==> config.mk <==
export PLATFORM = sky130hd
export DESIGN_NAME = tpu_bsg_flat
export DESIGN_NICKNAME = d
export VERILOG_FILES = /design/src/rtl/tpu_bsg_if.sv /design/src/rtl/tpu_bsg.sv /design/src/flat_wrapper.sv
export SDC_FILE = /design/constraint.sdc
export NUM_CORES = 1
export LEC_CHECK = 0
export BUFFER_PORTS_ARGS = -buffer_cell sky130_fd_sc_hd__buf_2
export CAP_MARGIN = 20
export CORE_MARGIN = 1.5
export CORE_UTILIZATION = 58
export CTS_CLUSTER_DIAMETER = 30
export DETAILED_ROUTE_END_ITERATION = 8
export MAX_ROUTING_LAYER = met4
export PLACE_DENSITY = 0.78
export SLEW_MARGIN = 10
export SYNTH_ARGS = -nofsm -noshare
export SYNTH_HDL_FRONTEND = slang
export SYNTH_SLANG_ARGS = --single-unit
==> constraint.sdc <==
create_clock -name sys_clock -period 3.2 [get_ports sys_clock]
set_input_delay 0.32 -clock sys_clock [delete_from_list [all_inputs] [get_ports sys_clock]]
set_output_delay 0.32 -clock sys_clock [all_outputs]
set_load 0.05 [all_outputs]
==> src/rtl/tpu_bsg_if.sv <==
// rtl/tpu_bsg_if.sv - byte queue, line and status signals of the bit-stream generator
interface tpu_bsg_if #(
  parameter int DEPTH = 4
);
  logic                     g_clk_tx;
  logic                     tx_en;
  logic                     wr_en;
  logic [7:0]               wr_data;
  logic                     tx_out;
  logic                     busy;
  logic                     full;
  logic                     empty;
  logic [$clog2(DEPTH):0]   fifo_count;
  logic                     ovf;
  logic                     frame_done;

  modport master (
    output g_clk_tx, tx_en, wr_en, wr_data,
    input  tx_out, busy, full, empty, fifo_count, ovf, frame_done
  );

  modport slave (
    input  g_clk_tx, tx_en, wr_en, wr_data,
    output tx_out, busy, full, empty, fifo_count, ovf, frame_done
  );
endinterface

==> src/rtl/tpu_bsg.sv <==
// rtl/tpu_bsg.sv - FIFO-fed serial bit-stream generator paced by g_clk_tx (even parity slot when TPU_BSG_PARITY_EN is defined)
module tpu_bsg #(
  parameter int DEPTH = 4
) (
  input  logic      sys_clock,
  input  logic      reset,
  tpu_bsg_if.slave  bus
);
  localparam int AW = $clog2(DEPTH);

`ifdef TPU_BSG_PARITY_EN
  typedef enum logic [1:0] {IDLE, DATA, PARITY, STOP} state_t;
`else
  typedef enum logic [1:0] {IDLE, DATA, STOP} state_t;
`endif

  state_t        state;
  logic [7:0]    mem [DEPTH];
  logic [AW-1:0] wr_ptr;
  logic [AW-1:0] rd_ptr;
  logic [AW:0]   count;
  logic          g_clk_tx_q;
  logic [7:0]    shreg;
  logic [2:0]    bitcnt;
  logic          tx_out_r;
  logic          frame_done_r;
  logic          ovf_r;

  logic tick;
  logic full_w;
  logic empty_w;
  logic wr_accept;
  logic pop;

  // One slot boundary per rising edge of g_clk_tx, however long it stays high.
  assign tick      = bus.g_clk_tx & ~g_clk_tx_q;
  assign full_w    = (count == (AW+1)'(DEPTH));
  assign empty_w   = (count == '0);
  // A pop in the same cycle never makes room for a write arriving while full.
  assign wr_accept = bus.wr_en & ~full_w;
  assign pop       = tick & (state == IDLE) & bus.tx_en & ~empty_w;

  // Byte storage; no reset needed since occupancy is tracked by count.
  always_ff @(posedge sys_clock) begin
    if (wr_accept) begin
      mem[wr_ptr] <= bus.wr_data;
    end
  end

  // Queue pointers, occupancy and sticky overflow flag.
  always_ff @(posedge sys_clock) begin
    if (reset) begin
      wr_ptr <= '0;
      rd_ptr <= '0;
      count  <= '0;
      ovf_r  <= 1'b0;
    end else begin
      if (wr_accept) begin
        wr_ptr <= wr_ptr + AW'(1);
      end
      if (bus.wr_en && full_w) begin
        ovf_r <= 1'b1;
      end
      if (pop) begin
        rd_ptr <= rd_ptr + AW'(1);
      end
      case ({wr_accept, pop})
        2'b10:   count <= count + (AW+1)'(1);
        2'b01:   count <= count - (AW+1)'(1);
        default: count <= count;
      endcase
    end
  end

  // Frame sequencer: every state and line change waits for a tick.
  always_ff @(posedge sys_clock) begin
    if (reset) begin
      state        <= IDLE;
      g_clk_tx_q   <= 1'b0;
      tx_out_r     <= 1'b1;
      shreg        <= '0;
      bitcnt       <= '0;
      frame_done_r <= 1'b0;
    end else begin
      g_clk_tx_q   <= bus.g_clk_tx;
      frame_done_r <= 1'b0;
      if (tick) begin
        case (state)
          IDLE: begin
            if (pop) begin
              shreg    <= mem[rd_ptr];
              tx_out_r <= 1'b0;
              bitcnt   <= '0;
              state    <= DATA;
            end else begin
              tx_out_r <= 1'b1;
            end
          end
          DATA: begin
            tx_out_r <= shreg[bitcnt];
            bitcnt   <= bitcnt + 3'd1;
            if (bitcnt == 3'd7) begin
`ifdef TPU_BSG_PARITY_EN
              state <= PARITY;
`else
              state <= STOP;
`endif
            end
          end
`ifdef TPU_BSG_PARITY_EN
          PARITY: begin
            tx_out_r <= ^shreg;
            state    <= STOP;
          end
`endif
          STOP: begin
            tx_out_r     <= 1'b1;
            frame_done_r <= 1'b1;
            state        <= IDLE;
          end
          default: begin
            tx_out_r <= 1'b1;
            state    <= IDLE;
          end
        endcase
      end
    end
  end

  assign bus.tx_out     = tx_out_r;
  assign bus.busy       = (state != IDLE);
  assign bus.full       = full_w;
  assign bus.empty      = empty_w;
  assign bus.fifo_count = count;
  assign bus.ovf        = ovf_r;
  assign bus.frame_done = frame_done_r;
endmodule

==> src/flat_wrapper.sv <==
// flat-port wrapper written by rule: the top's interface ports become plain ports
module tpu_bsg_flat 
#(
  parameter int DEPTH = 4
)
  (sys_clock, reset, bus_g_clk_tx, bus_tx_en, bus_wr_en, bus_wr_data, bus_tx_out, bus_busy, bus_full, bus_empty, bus_fifo_count, bus_ovf, bus_frame_done);
  tpu_bsg_if #(.DEPTH(DEPTH)) bus_i ();
  input  logic sys_clock;
  input  logic reset;
  input wire logic [$bits(bus_i.g_clk_tx)-1:0] bus_g_clk_tx;
  input wire logic [$bits(bus_i.tx_en)-1:0] bus_tx_en;
  input wire logic [$bits(bus_i.wr_en)-1:0] bus_wr_en;
  input wire logic [$bits(bus_i.wr_data)-1:0] bus_wr_data;
  output wire logic [$bits(bus_i.tx_out)-1:0] bus_tx_out;
  output wire logic [$bits(bus_i.busy)-1:0] bus_busy;
  output wire logic [$bits(bus_i.full)-1:0] bus_full;
  output wire logic [$bits(bus_i.empty)-1:0] bus_empty;
  output wire logic [$bits(bus_i.fifo_count)-1:0] bus_fifo_count;
  output wire logic [$bits(bus_i.ovf)-1:0] bus_ovf;
  output wire logic [$bits(bus_i.frame_done)-1:0] bus_frame_done;
  assign bus_i.g_clk_tx = bus_g_clk_tx;
  assign bus_i.tx_en = bus_tx_en;
  assign bus_i.wr_en = bus_wr_en;
  assign bus_i.wr_data = bus_wr_data;
  assign bus_tx_out = bus_i.tx_out;
  assign bus_busy = bus_i.busy;
  assign bus_full = bus_i.full;
  assign bus_empty = bus_i.empty;
  assign bus_fifo_count = bus_i.fifo_count;
  assign bus_ovf = bus_i.ovf;
  assign bus_frame_done = bus_i.frame_done;
  tpu_bsg #(.DEPTH(DEPTH)) u_core (.sys_clock(sys_clock), .reset(reset), .bus(bus_i));
endmodule
# Word-level counts from Yosys, hierarchy flattened
# Memories as Yosys holds them, arrays and structs flattened. A register that Yosys moved wholly into a read port is not among the register bits.
# Index checks and enable logic that the tools add are counted.
# word_totals
reg_bits	16
ramBits	32
in_bits	13
mem_count	1
# classes
n_addsub	5
n_lt_le_gt_ge	1
eq_ne	8
n_mux	13
bitwise	9
n_reduce_logical	10
# memory_table
name	words	width	rd	rd_ports_with_merged_regs	wr	line	rtl
u_core.mem	4	8	1	1	1	tpu_bsg.sv:18	logic [7:0] mem [DEPTH];
# ops
operator	n
3-bit case mux with 2 select lines	2
3-bit AND reduction	3
3-bit by 1-bit adder with 3-bit output, second input constant	2
3-bit equality test, second input constant	2
2-bit nonzero test	3
1-bit AND	5
1-bit 2-to-1 mux	5
2-bit by 1-bit adder with 2-bit output, second input constant	2
2-bit by 1-bit equality test with 1-bit output, second input constant	2
2-bit equality test, second input constant	2
3-bit by 4-bit less-than comparator with 1-bit output, second input constant	1
2-bit 2-to-1 mux	2
2-bit by 1-bit inequality test with 1-bit output, second input constant	2
1-bit NOT	4
2-bit case mux with 2 select lines	1
1-bit binary-select mux with 3-bit select	1
3-bit logical NOT	1
3-bit 2-to-1 mux	1
3-bit by 1-bit subtractor with 3-bit output, second input constant	1
2-bit logical NOT	1
1-bit case mux with 2 select lines	1
2-bit OR reduction	1
1-bit logical AND	1

# Logic depth before layout (Yosys ltp)
# logic_depth
ltp_word	7
mapped_depth	11
ltp_nobuf	10

# Worst setup path after synthesis
# No wires, ideal clock.
# synth_timing
kind	register to register
from	register u_core.count[2], in the netlist u_core.bus.fifo_count[2]
to	register u_core.count[2], in the netlist u_core.bus.fifo_count[2]
setup_time_ns	0.071
arrival_ns	2.968
t_required_ns	3.129
path_slack_ns	0.161
path_stages_with_launch	12
n_path_buf	1
cell_sequence	dfxtp_1 or3b_2 clkbuf_1 inv_1 nor2_1 inv_1 ha_1 inv_1 fa_1 xor2_1 or3_1 a21oi_1
# synth_between
elab_chain_len	5
# synth_rtl
item	line	rtl
from (decl)	tpu_bsg.sv:21	logic [AW:0] count;
from (signal assigned)	tpu_bsg.sv:68	2'b10: count <= count + (AW+1)'(1);
from (signal assigned)	tpu_bsg.sv:69	2'b01: count <= count - (AW+1)'(1);
from (signal assigned)	tpu_bsg.sv:70	default: count <= count;
3-bit equality test (*)	tpu_bsg.sv:37	assign full_w = (count == (AW+1)'(DEPTH));
net bus_full	flat_wrapper.sv:16	output wire logic [$bits(bus_i.full)-1:0] bus_full;
1-bit NOT (*)	tpu_bsg.sv:40	assign wr_accept = bus.wr_en & ~full_w;
1-bit AND (*)	tpu_bsg.sv:40	
2-bit by 1-bit equality test with 1-bit output or 2-bit equality test (tied branches)	tpu_bsg.sv:67	case ({wr_accept, pop})
3-bit case mux with 2 select lines or 2-bit nonzero test (tied branches)	n/a	
# Mark *: on every way through the listed nets, which the timed path passes. The rest lies on a longest branch.
# A chain may end at the register's enable or synchronous reset.

# Worst setup path after layout
# layout_timing
from	register u_core.count[2], in the netlist u_core.bus.fifo_count[2]
to	register u_core.count[2], in the netlist u_core.bus.fifo_count[2]
# layout_between
elab_chain_len	5
# layout_rtl
item	line
3-bit equality test or 3-bit logical NOT (tied branches)	tpu_bsg.sv:37, tpu_bsg.sv:38
1-bit NOT, on equally long branches	tpu_bsg.sv:40, tpu_bsg.sv:41
1-bit AND, on equally long branches	tpu_bsg.sv:40, tpu_bsg.sv:41
2-bit by 1-bit equality test with 1-bit output or 2-bit equality test (tied branches)	tpu_bsg.sv:67
3-bit case mux with 2 select lines or 2-bit nonzero test (tied branches)	n/a
# Parallel ways exist; a longest one is shown, timed or not.

==> run summary <==
outcome - completed
register area - 1440 um2
R2R Path Start - u_core.bus.fifo_count[2]
Avg Cell Area, Syn - 13.0 um2
root buffer cell - clkbuf_8
Final Net Count - 226
setup violators final - 0
CTS tree - done
Final Skew - 0.00514 ns
DRT antenna net count - 0
hold endpoint - u_core.mem[0][1]
pin count of the biggest net entering global routing - 26
Final TNS setup - 0 ns
n_diodes - 0
Critical Path Sink Type - flop
Final Cycle Share - 82.4%
CTS buffer count - 5
Period minus WS final - 2.64 ns
HP Class - in -> reg
count of different cell masters after synthesis - 42
count of pins over their slew limit - 0
post-synthesis simple-gate area fraction - 11.4%
gpl congestion - 0.761
clock latency at the later pin of the worst-skew pair - 0.30 ns
Worst EP arrival - 2.87 ns
setup bufs post-CTS - 0
placed insts - 248
#FFs+latches synth - 56
WHS - 0.225 ns
placed wire-length estimate - 3020 um
DRC Markers - 0
Pint - 1120 uW
compound-gate portion of the synthesized area - 10.4%
Die X - 67.7 um
1st-iter DRT viols - 82
Post-Synth Adder-Cell Area - 4.44%
hold path cells - 1
Slew HR - 40.3%
number of flops mapped to enable cells by yosys - 32
top-area cell type share of the netlist area - 39.6%
worst vdd ir - 0.327 mV
clock sinks - 56
asr flop ratio synth - 0%
clock network fraction of total power - 28.5%
initial antenna violation count - 0
Main synth FF type - edfxtp_1
power density cells - 582 nW/um2
Synthesized Nets - 208
Fill cells - 283
data required time of the worst path - 3.43 ns
Post-Layout Cell Count - 256
Fmax achieved - 379 MHz
post-cts sizing count - 0
fraction of layout instances using a drive strength above 1 - 22.8%
Cells after Synth - 187
Seq pwr share - 54.7%
combinational group share of total power - 16.8%
P_sw - 417 uW
GR Overflow Total - 0
xor and xnor area share after synthesis - 0.722%
Vias/cell - 5.79
post-synthesis mux area share - 9.28%
vias post-DR - 1483
Port Buffer Count - 21
post-DR wirelength/cell - 16.7 um
Pleak - 0.000941 uW
Power Total - 1540 uW
reg2reg path depth - 10
first-pass GRT wire length - 7070 um
final-report hold violation count - 0
largest family of logic cells by synthesized area - simple AND/OR/NAND/NOR gates
RSZ-0062 raised after global routing - no
gr usage total - 22.3%
Ys Warns - 0
Core Area - 4000 um2
max cap viols - 0
initial core utilization - 60.7%
FP Rows - 23
Die Y - 67.7 um
Critical Path Source Type - flop
Max H-tree Level - 2
I/O pin count - 22
Cell Area, Synth - 2430 um2
worst reg2reg endpoint - u_core.bus.fifo_count[2]
Total Routed Length - 4260 um
Seq/Total Area, Yosys - 59.4%
largest cells by area after synthesis - edfxtp_1 (40%), dfxtp_1 (20%), mux4_2 (8.4%)
clk buf depth - 2
Crit Path Max Fanout - 8
worst-margin pin slew - 0.893 ns
Layout area overhead - 8.92%
critical path class - reg -> reg
Util after Layout - 66.1%
largest area contributor in the netlist - edfxtp_1
clock slew at reported path FFs - 0.09 ns
Switching Fraction - 27.1%
HP Start - bus_wr_data[1]
multi-input logic area - 881 um2
drt pass-1 iters - 4
vias in the first global route - 1580
register-to-register setup slack - 0.56 ns
die area - 4580 um2
Hold-fix buffers, CTS - 0
==> per-layer routing <==
| layer | GRT usage, % | share of wire (%) | vias to the layer above |
|---|---|---|---|
| li1 | - | - | 738 |
| met1 | 24.9 | 42 | 705 |
| met2 | 39.0 | 52 | 33 |
| met3 | 4.67 | 3.5 | 7 |
| met4 | 8.93 | 1.9 | 0 |
| met5 | - | 0 | - |
==> cells by family after synthesis <==
family,Yosys count
flip-flops,56
AND/OR/NAND/NOR,46
AO/OA/AOI/OAI,43
buffers and inverters,21
multiplexers,11
adder cells (fa/ha/maj),8
XOR/XNOR,2
==> sequential cells by signal (all words and copies together), names as in the netlist <==
register / count
u_core.bus.fifo_count: 3
u_core.rd_ptr: 2
u_core.shreg: 8
u_core.bus.frame_done: 1
u_core.wr_ptr: 2
u_core.bus.ovf: 1
u_core.state: 2
u_core.mem: 32
u_core.bus.tx_out: 1
u_core.g_clk_tx_q: 1
u_core.bitcnt: 3
==> worst max-delay path: stages, from the launching register on <==
cell	delay (ns)
dfxtp_1	0.46
or3b_2	0.56
inv_1	0.17
nor2_1	0.05
inv_1	0.05
ha_1	0.18
inv_1	0.06
fa_1	0.39
xor2_1	0.17
or3_1	0.32
a21oi_1	0.16
==> worst max path at each step <==
stage	endpoint	start	cells past startpoint
after detailed placement	u_core.bus.fifo_count[2]	u_core.bus.fifo_count[2]	10
after global routing	u_core.bus.fifo_count[2]	u_core.bus.fifo_count[2]	10
after global placement	u_core.bus.fifo_count[2]	u_core.state[0]	8
final	u_core.bus.fifo_count[2]	u_core.bus.fifo_count[2]	10
after floorplan	u_core.bus.fifo_count[2]	u_core.bus.fifo_count[2]	11
after CTS	u_core.bus.fifo_count[2]	u_core.bus.fifo_count[2]	10
==> cells in the mapped netlist (2+ instances only) <==
library cell / number
edfxtp_1: 32
dfxtp_1: 24
a21oi_1: 18
o21ai_0: 13
nand3_1: 11
inv_1: 10
mux4_2: 9
nor2_1: 9
ha_1: 7
o31ai_1: 5
and3_1: 4
clkbuf_1: 3
nand2b_1: 3
buf_1: 2
buf_4: 2
buf_6: 2
mux2_2: 2
nand2_1: 2
nand4b_1: 2
nor2b_1: 2
or3_1: 2
or3b_2: 2
xor2_1: 2
==> layout by cell type (no fill, tap or decap), types with 2 or more instances in the layout <==
master,n
a21oi_1,18
and3_1,4
buf_2,21
clkbuf_8,5
dfxtp_1,24
edfxtp_1,32
ha_1,7
inv_1,10
mux2_2,2
mux4_2,9
nand2_1,2
nand2b_1,3
nand3_1,11
nand4b_1,2
nor2_1,9
nor2b_1,2
o21ai_0,13
o31ai_1,5
or3_1,2
or3b_2,2
xor2_1,2
==> metrics by stage <==
step / area, um2 / worst slack [ns]
floorplan: 2430 / 0.161
global placement: 2530 / 0.813
detailed placement: 2530 / 0.633
CTS: 2640 / 0.604
global route: 2640 / 0.422
finish: 2640 / 0.564
==> cell type report <==
class | count | share of cell area, %
Multi-Input combinational cell | 110 | 33.3
Clock buffer | 6 | 2.75
Clock inverter | 2 | 1.33
Sequential cell | 56 | 54.5
Inverter | 10 | 1.42
Timing Repair Buffer | 22 | 4.26
Tap cell | 50 | 2.37
==> power groups by stage <==
stage | Sequential [uW] | Combinational [uW] | Clock [uW]
4_1_cts | 841 | 258 | 443
3_3_place_gp | 853 | 245 | 0
6_report | 841 | 258 | 439
5_1_grt | 849 | 282 | 472
3_5_place_dp | 858 | 256 | 0
2_1_floorplan | 868 | 180 | 0
No activity file was read; power rests on OpenSTA's default activity.
